`config.mk`:
```
export PLATFORM = sky130hd
export DESIGN_NAME = sd_dat_writer
export DESIGN_NICKNAME = d
export VERILOG_FILES = /design/src/rtl/sd_pkg.sv /design/src/rtl/sd_crc16.sv /design/src/rtl/sd_dat_writer.sv
export SDC_FILE = /design/constraint.sdc
export NUM_CORES = 1
export LEC_CHECK = 0
export BUFFER_PORTS_ARGS = -buffer_cell sky130_fd_sc_hd__clkbuf_2
export CORE_MARGIN = 2
export CORE_UTILIZATION = 40
export CTS_BUF_LIST = sky130_fd_sc_hd__clkbuf_8
export DETAILED_ROUTE_END_ITERATION = 12
export PLACE_DENSITY = 0.64
export SYNTH_ARGS = -nofsm -noshare
export SYNTH_HDL_FRONTEND = slang
export SYNTH_SLANG_ARGS = --single-unit
```
`constraint.sdc`:
```
create_clock -name clk -period 6.48 [get_ports clk]
set_clock_uncertainty 0.1 [all_clocks]
set_input_delay 0.324 -clock clk [delete_from_list [all_inputs] [get_ports clk]]
set_output_delay 0.324 -clock clk [all_outputs]
set_load 0.01 [all_outputs]
```
`src/rtl/sd_pkg.sv`:
```
// Shared definitions for the SD DAT-line writer.
//   state_t     : writer FSM state encoding
//   ACCEPTED .. : CRC-status tokens returned by the card on DAT0
//                 (TIMEOUT is a local code that no card ever sends)
//   CRC16_POLY  : x^16 + x^12 + x^5 + 1 with the x^16 term implied
package sd_pkg;

  typedef enum logic [3:0] {
    ST_IDLE,
    ST_PRE,
    ST_START,
    ST_DATA,
    ST_CRC,
    ST_END,
    ST_STAT,
    ST_BUSY,
    ST_FIN
  } state_t;

  localparam logic [2:0] ACCEPTED = 3'b010;
  localparam logic [2:0] CRC_ERR  = 3'b101;
  localparam logic [2:0] WR_ERR   = 3'b110;
  localparam logic [2:0] TIMEOUT  = 3'b111;

  localparam logic [15:0] CRC16_POLY = 16'h1021;

endpackage

```
`src/rtl/sd_crc16.sv`:
```
// Bit-serial CRC16 for one SD DAT line, MSB-first, initial value 0.
//   clk : system clock
//   rst : synchronous active-high reset
//   clr : synchronous clear back to 0
//   en  : advance the CRC by one bit
//   din : data bit on this line
//   crc : current remainder
module sd_crc16
  import sd_pkg::*;
(
  input  logic        clk,
  input  logic        rst,
  input  logic        clr,
  input  logic        en,
  input  logic        din,
  output logic [15:0] crc
);

  logic fb;

  assign fb = din ^ crc[15];

  // NOTE: clocked state uses non-blocking (<=) so every flop samples the
  // pre-edge values; blocking here would create order-dependent races.
  always_ff @(posedge clk) begin
    if (rst || clr) begin
      crc <= '0;
    end else if (en) begin
      crc <= {crc[14:0], 1'b0} ^ (fb ? CRC16_POLY : 16'h0000);
    end
  end

endmodule

```
`src/rtl/sd_dat_writer.sv`:
```
// Host-side SD DAT[3:0] transmitter for one 512-byte single-block write
// in 4-bit mode: preamble, start bit, 1024 nibbles, per-line CRC16, end
// bit, then CRC-status token decode on DAT0 and busy wait.
//
// Optional feature macro: SD_DAT_WRITER_BUSY_TIMEOUT_EN -- when defined the
// busy wait aborts after BUSY_TIMEOUT rises (status 3'b111); otherwise the
// busy wait is unbounded and no busy counter exists.
//
// Ports:
//   clk, rst           : system clock, synchronous active-high reset
//   sdclk              : SD clock, edge-detected as data in clk
//   sddat_in/out/oe    : DAT pad readback, drive value, output enable
//   wstart/wbusy       : start pulse / transfer in progress
//   wdone/werr/wstat   : completion pulse, error flag, last status token
//   inreq/inaddr/inbyte: byte fetch; inbyte is sampled 1 clk after inreq
module sd_dat_writer
  import sd_pkg::*;
#(
  parameter int PRE_CYCLES   = 8,
  parameter int STAT_TIMEOUT = 64,
  parameter int BUSY_TIMEOUT = 1000000
) (
  input  logic       clk,
  input  logic       rst,
  input  logic       sdclk,
  input  logic [3:0] sddat_in,
  output logic [3:0] sddat_out,
  output logic       sddat_oe,
  input  logic       wstart,
  output logic       wbusy,
  output logic       wdone,
  output logic       werr,
  output logic [2:0] wstat,
  output logic       inreq,
  output logic [8:0] inaddr,
  input  logic [7:0] inbyte
);

  localparam int TMO_W = $clog2(STAT_TIMEOUT + 1);

  localparam bit PARAMS_OK = (PRE_CYCLES >= 1) && (PRE_CYCLES <= 255) &&
                             (STAT_TIMEOUT >= 1) && (BUSY_TIMEOUT >= 1) &&
                             (BUSY_TIMEOUT <= (1 << 20));
  if (!PARAMS_OK) begin : g_bad_params
    $error("sd_dat_writer: parameter out of range");
  end

  state_t          state, state_d;
  logic            sdclkl;
  logic            rise, fall;
  logic [9:0]      cnt;        // preamble, nibble and CRC bit counter
  logic [TMO_W-1:0] tmo_cnt;   // rises spent waiting for the status start bit
  logic [2:0]      bit_cnt;    // 0: hunting start bit, 1..3: token, 4: end bit
  logic [2:0]      stat_sh;
  logic [7:0]      pre_byte;   // prefetched byte; high nibble goes out first
  logic [3:0]      lo_nib;
  logic            req_q;
  logic [3:0]      nib;
  logic [3:0]      crc_bit_idx;
  logic [3:0]      crc_nib;
  logic            start_bit;
  logic            tmo_exit;
  logic            dat_en;
  logic [15:0]     crc [4];
  logic            unused_dat;

  assign rise = ~sdclkl & sdclk;
  assign fall = sdclkl & ~sdclk;

  // Status only travels on DAT0; the upper lines are just pulled up.
  assign unused_dat = ^sddat_in[3:1];

  // A low DAT0 only counts once we have stopped driving the pads.
  assign start_bit = ~sddat_in[0] & ~sddat_oe;

  assign nib         = cnt[0] ? lo_nib : pre_byte[7:4];
  assign crc_bit_idx = 4'd15 - cnt[3:0];
  assign crc_nib     = {crc[3][crc_bit_idx], crc[2][crc_bit_idx],
                        crc[1][crc_bit_idx], crc[0][crc_bit_idx]};
  assign dat_en      = fall && (state == ST_DATA);

  assign wbusy = (state != ST_IDLE);
  assign wdone = (state == ST_FIN);

  for (genvar i = 0; i < 4; i++) begin : g_crc
    sd_crc16 u_crc (
      .clk (clk),
      .rst (rst),
      .clr (state == ST_IDLE),
      .en  (dat_en),
      .din (nib[i]),
      .crc (crc[i])
    );
  end

`ifdef SD_DAT_WRITER_BUSY_TIMEOUT_EN
  logic [19:0] busy_cnt;

  always_ff @(posedge clk) begin
    if (rst || state != ST_BUSY) begin
      busy_cnt <= '0;
    end else if (rise) begin
      busy_cnt <= busy_cnt + 20'd1;
    end
  end
`endif

  always_ff @(posedge clk) begin
    if (rst) begin
      state <= ST_IDLE;
    end else begin
      state <= state_d;
    end
  end

  // NOTE: every output of this block gets a default first, so no path can
  // leave a value unassigned and infer a latch.
  always_comb begin
    state_d  = state;
    tmo_exit = 1'b0;
    unique case (state)
      ST_IDLE:  if (wstart) state_d = ST_PRE;
      ST_PRE:   if (fall && cnt == 10'(PRE_CYCLES - 1)) state_d = ST_START;
      ST_START: if (fall) state_d = ST_DATA;
      ST_DATA:  if (fall && cnt == 10'd1023) state_d = ST_CRC;
      ST_CRC:   if (fall && cnt == 10'd15) state_d = ST_END;
      ST_END:   if (fall) state_d = ST_STAT;
      ST_STAT: begin
        if (rise) begin
          if (bit_cnt == 3'd4) begin
            state_d = ST_BUSY;
          end else if (bit_cnt == 3'd0 && !start_bit &&
                       tmo_cnt == TMO_W'(STAT_TIMEOUT - 1)) begin
            state_d  = ST_FIN;
            tmo_exit = 1'b1;
          end
        end
      end
      ST_BUSY: begin
        if (rise) begin
          if (sddat_in[0]) begin
            state_d = ST_FIN;
`ifdef SD_DAT_WRITER_BUSY_TIMEOUT_EN
          end else if (busy_cnt == 20'(BUSY_TIMEOUT - 1)) begin
            state_d  = ST_FIN;
            tmo_exit = 1'b1;
`endif
          end
        end
      end
      ST_FIN:   state_d = ST_IDLE;
      default:  state_d = ST_IDLE;
    endcase
  end

  always_ff @(posedge clk) begin
    if (rst) begin
      sdclkl    <= 1'b0;
      sddat_out <= 4'hF;
      sddat_oe  <= 1'b0;
      werr      <= 1'b0;
      wstat     <= 3'b000;
      inreq     <= 1'b0;
      inaddr    <= '0;
      cnt       <= '0;
      tmo_cnt   <= '0;
      bit_cnt   <= '0;
      stat_sh   <= '0;
      pre_byte  <= '0;
      lo_nib    <= '0;
      req_q     <= 1'b0;
    end else begin
      sdclkl <= sdclk;
      inreq  <= 1'b0;
      req_q  <= inreq;
      if (req_q) pre_byte <= inbyte;

      unique case (state)
        ST_IDLE, ST_FIN: begin
          sddat_oe  <= 1'b0;
          sddat_out <= 4'hF;
          cnt       <= '0;
          if (state == ST_IDLE && wstart) begin
            inreq  <= 1'b1;
            inaddr <= '0;
          end
        end
        ST_PRE: begin
          if (fall) begin
            sddat_oe  <= 1'b1;
            sddat_out <= 4'hF;
            cnt <= (cnt == 10'(PRE_CYCLES - 1)) ? 10'd0 : cnt + 10'd1;
          end
        end
        ST_START: if (fall) sddat_out <= 4'h0;
        ST_DATA: begin
          if (fall) begin
            sddat_out <= nib;
            // The high-nibble fall of byte N fetches byte N+1 into the
            // now-free prefetch register; the low nibble is parked first.
            if (!cnt[0]) begin
              lo_nib <= pre_byte[3:0];
              if (cnt[9:1] != 9'd511) begin
                inreq  <= 1'b1;
                inaddr <= cnt[9:1] + 9'd1;
              end
            end
            cnt <= (cnt == 10'd1023) ? 10'd0 : cnt + 10'd1;
          end
        end
        ST_CRC: begin
          if (fall) begin
            sddat_out <= crc_nib;
            cnt <= (cnt == 10'd15) ? 10'd0 : cnt + 10'd1;
          end
        end
        ST_END: begin
          if (fall) sddat_out <= 4'hF;
          tmo_cnt <= '0;
          bit_cnt <= '0;
          stat_sh <= '0;
        end
        ST_STAT: begin
          if (fall) begin
            sddat_oe  <= 1'b0;
            sddat_out <= 4'hF;
          end
          if (rise) begin
            if (bit_cnt == 3'd0) begin
              tmo_cnt <= tmo_cnt + TMO_W'(1);
              if (start_bit) bit_cnt <= 3'd1;
            end else begin
              if (bit_cnt <= 3'd3) stat_sh <= {stat_sh[1:0], sddat_in[0]};
              bit_cnt <= bit_cnt + 3'd1;
            end
          end
        end
        default: ;
      endcase

      if (state_d == ST_FIN && state != ST_FIN) begin
        wstat <= tmo_exit ? TIMEOUT : stat_sh;
        werr  <= tmo_exit || (stat_sh != ACCEPTED);
      end
    end
  end

endmodule

```
==> flow_summary_export.csv <==
group,metric,value,unit
route,vias_per_cell,5.42,
clock_network,numCtsBuffers,17,
placement,place.detailed.hpwl,8620,um
timing,period_share,51.0,%
cells_and_area,design_area,6640,sq um
route,antenna_left,0,
synth,synth.avg_cell_area,8.44,sq um
setup_path,critPathKind,"flip-flop to flip-flop",
synth,synth_cell_types,54,
synth,yosysTopAreaCellShare,41.8,%
synth,yosys.area.top_type,"dfxtp_1",
power_and_ir_drop,p_per_area,244,nW/um^2
power_and_ir_drop,p_sw_share,22.0,%
placement,dp_cells,876,
floorplanning,core_area,14500,sq um
clock_network,cts_tree,"built",
timing,fin_hold_ws,0.0283,ns
floorplanning,start_util,40.9,%
timing,clock.fmax,303,MHz
clock_network,clock-sinks,124,
power_and_ir_drop,power_leakage,2.08,nW
setup_path,cp.required,6.74,ns
clock_network,post_cts_buffers,0,
cells_and_area,finalNonFillerCells,908,
synth,synth_seq_area_share,41.8,%
placement,routabilityCongestion,0.857,
setup_path,max_stage_delay,0.70,ns
clock_network,clk-insertion-delay-late,0.43,ns
power_and_ir_drop,combinationalPowerShare,3.7,%
route,totalWireLength,13100,um
run,drv_cap,0,
placement,post-place-ws,3.26,ns
timing,slew_headroom,20.7,%
clock_network,cts_buffer_depth,2,
global_routing,grt_pass1_vias,4563,
global_routing,grt_use_total,16.7,%
synth,synth_edf_count,0,
cells_and_area,fillers,1422,
cells_and_area,mostFrequentLayoutCell,"nand2_1",
floorplanning,io_pins,37,
synth,synthFlopType,"dfxtp_1",
setup_path,critPathSlowestCell,"nand2_2",
timing,final-setup-viol-count,0,
cells_and_area,layout_common_cells,"144 x nand2_1, 123 x dfxtp_1, 92 x a21oi_1",
clock_network,cts_hold_buffers,0,
global_routing,grt_max_degree,65,
timing,finalMaxSlewViolations,0,
timing,min_period,3.30,ns
timing,tns,0,ns
power_and_ir_drop,pwr-share-clk,48.3,%
synth,ys_warn_count,0,
setup_path,critPathMaxFanout,63,
power_and_ir_drop,intPower,1.26,mW
global_routing,grt_antenna_before_repair,0,
setup_path,startpoint_type,"flip-flop",
route,wl_per_cell,14.4,um
power_and_ir_drop,ir_drop,0.153,mV
synth,synthCells,704,
setup_path,endpoint_kind,"flip-flop",
power_and_ir_drop,switchingPower,356,uW
hold_path,hp-class,"input port to flip-flop",
clock_network,htreeDepth,4,
setup_path,arrival,3.56,ns
global_routing,grt_first_pass_wirelength,22000,um
status,status,"finished, final reports clean",
setup_path,crit_chain,"and4bb_2 > nand2_2 > o31a_1 > or3_1 > a21oi_1",
synth,synth_nets,727,
cells_and_area,antenna_cells,0,
route,drcViolationCount,0,
cells_and_area,fin_util,45.7,%
floorplanning,rows,44,
cells_and_area,fin_nets,734,
clock_network,post_cts_resized,0,
synth,ys_ff_latch,124,
timing,max_slew.worst_pin.slew,1.19,ns
placement,io_buffers,33,
synth,synth_area,5940,sq um
global_routing,grt-ovfl-total,0,
synth,yosys-top-cells-area,"dfxtp_1 42%, nand2_1 9.2%, a21oi_1 7.7%, mux4_2 6.1%, nor2_1 3.6%",
floorplanning,die_y,126,um
timing,rsz0062_at_grt,"false",
power_and_ir_drop,p_seq_share,48.0,%
placement,place_area,6180,sq um
floorplanning,die_area,15800,sq um
clock_network,cts-root-buf,"clkbuf_8",
cells_and_area,layout-drive-gt1-share,15.2,%
clock_network,path_clk_slew,0.07,ns
floorplanning,die_x,126,um
route,drt_first_pass_iters,5,
route,drt_iter0_drc,360,
cells_and_area,area_growth,11.7,%
timing,timing.final.hold_violations,0,
synth,synthArstFlopShare,0,%
timing,setup_ws,3.18,ns
route,dr_total_vias,4917,
power_and_ir_drop,total_power,1.62,mW
power groups by stage:
stage	clock network (mW)	registers [mW]	logic (mW)
final	0.781	0.776	0.0601
after global routing	0.832	0.777	0.0663
after global placement	0	0.794	0.0590
after CTS	0.796	0.776	0.0605
after floorplan	0	0.785	0.0515
after detailed placement	0	0.794	0.0600
cells in the mapped netlist (2+ instances only):
cell type / number
nand4b_1: 4
nand2_1: 145
a2111oi_0: 13
dfxtp_1: 124
nor4b_2: 2
or3_1: 4
nor4b_1: 2
nor2b_1: 17
clkbuf_1: 35
mux2i_1: 20
o21ai_0: 17
and4bb_2: 2
xnor2_1: 17
nor2_2: 2
buf_2: 11
nor4_1: 5
buf_1: 3
and2_1: 5
nand3_1: 20
mux2_2: 2
or4b_4: 2
nor3_1: 12
ha_1: 7
xor2_1: 6
or2_2: 5
nor2_1: 57
mux4_2: 16
a211oi_1: 12
a21oi_1: 92
nand4_1: 4
a31oi_1: 6
nand2b_1: 3
inv_1: 11
critical path: cells and delay by family (launching register included):
kind	cells	cell delay [ns]
AND/OR/NAND/NOR	3	1.58
flip-flops	1	0.67
AO/OA/AOI/OAI	2	0.82
layout make-up:
class	instances	area (sq um)	area share (%)
well taps	184	230	3.47
inverters	11	41.3	0.622
multi-input cells	519	3220	48.6
flip-flops and latches	124	2480	37.4
clock buffers	19	262	3.94
clock inverters	13	196	2.96
repair buffers	38	203	3.05
worst paths after layout:
path	from	to	slack (ns)	cells after the start
hold reg to reg	inaddr[6]	inaddr[6]	0.36	2
setup reg to reg	state[1]	inaddr[0]	3.18	5
setup / recovery	state[1]	inaddr[0]	3.18	5
hold / removal	inbyte[3]	pre_byte[3]	0.03	3
cells by family after synthesis:
group | after synthesis | synth area share (%)
compound gates | 151 | 15.3
xor+xnor | 23 | 3.39
fa+ha+maj | 7 | 1.47
buf+inv | 61 | 4.21
flops | 124 | 41.8
mux | 38 | 9.81
simple gates | 300 | 24.1
sequential cells by signal, summed over array words and instances, names as in the netlist, 4 cells and up:
| name | cells |
|---|---|
| g_crc.u_crc.crc | 64 |
| cnt | 10 |
| inaddr | 9 |
| pre_byte | 8 |
| tmo_cnt | 7 |
| lo_nib | 4 |
| sddat_out | 4 |
| state | 4 |
per-layer routing:
metal / vias to the layer above / GRT usage (%) / wire [um] / part of all wire [%]
li1: 2483 / - / - / -
met1: 2349 / 22.3 / 6260 / 48
met2: 73 / 27.0 / 6280 / 48
met3: 12 / 3.53 / 391 / 3.0
met4: 0 / 5.75 / 167 / 1.3
met5: - / 0 / 0 / 0
Note: power is estimated with default switching activity, not from simulation.
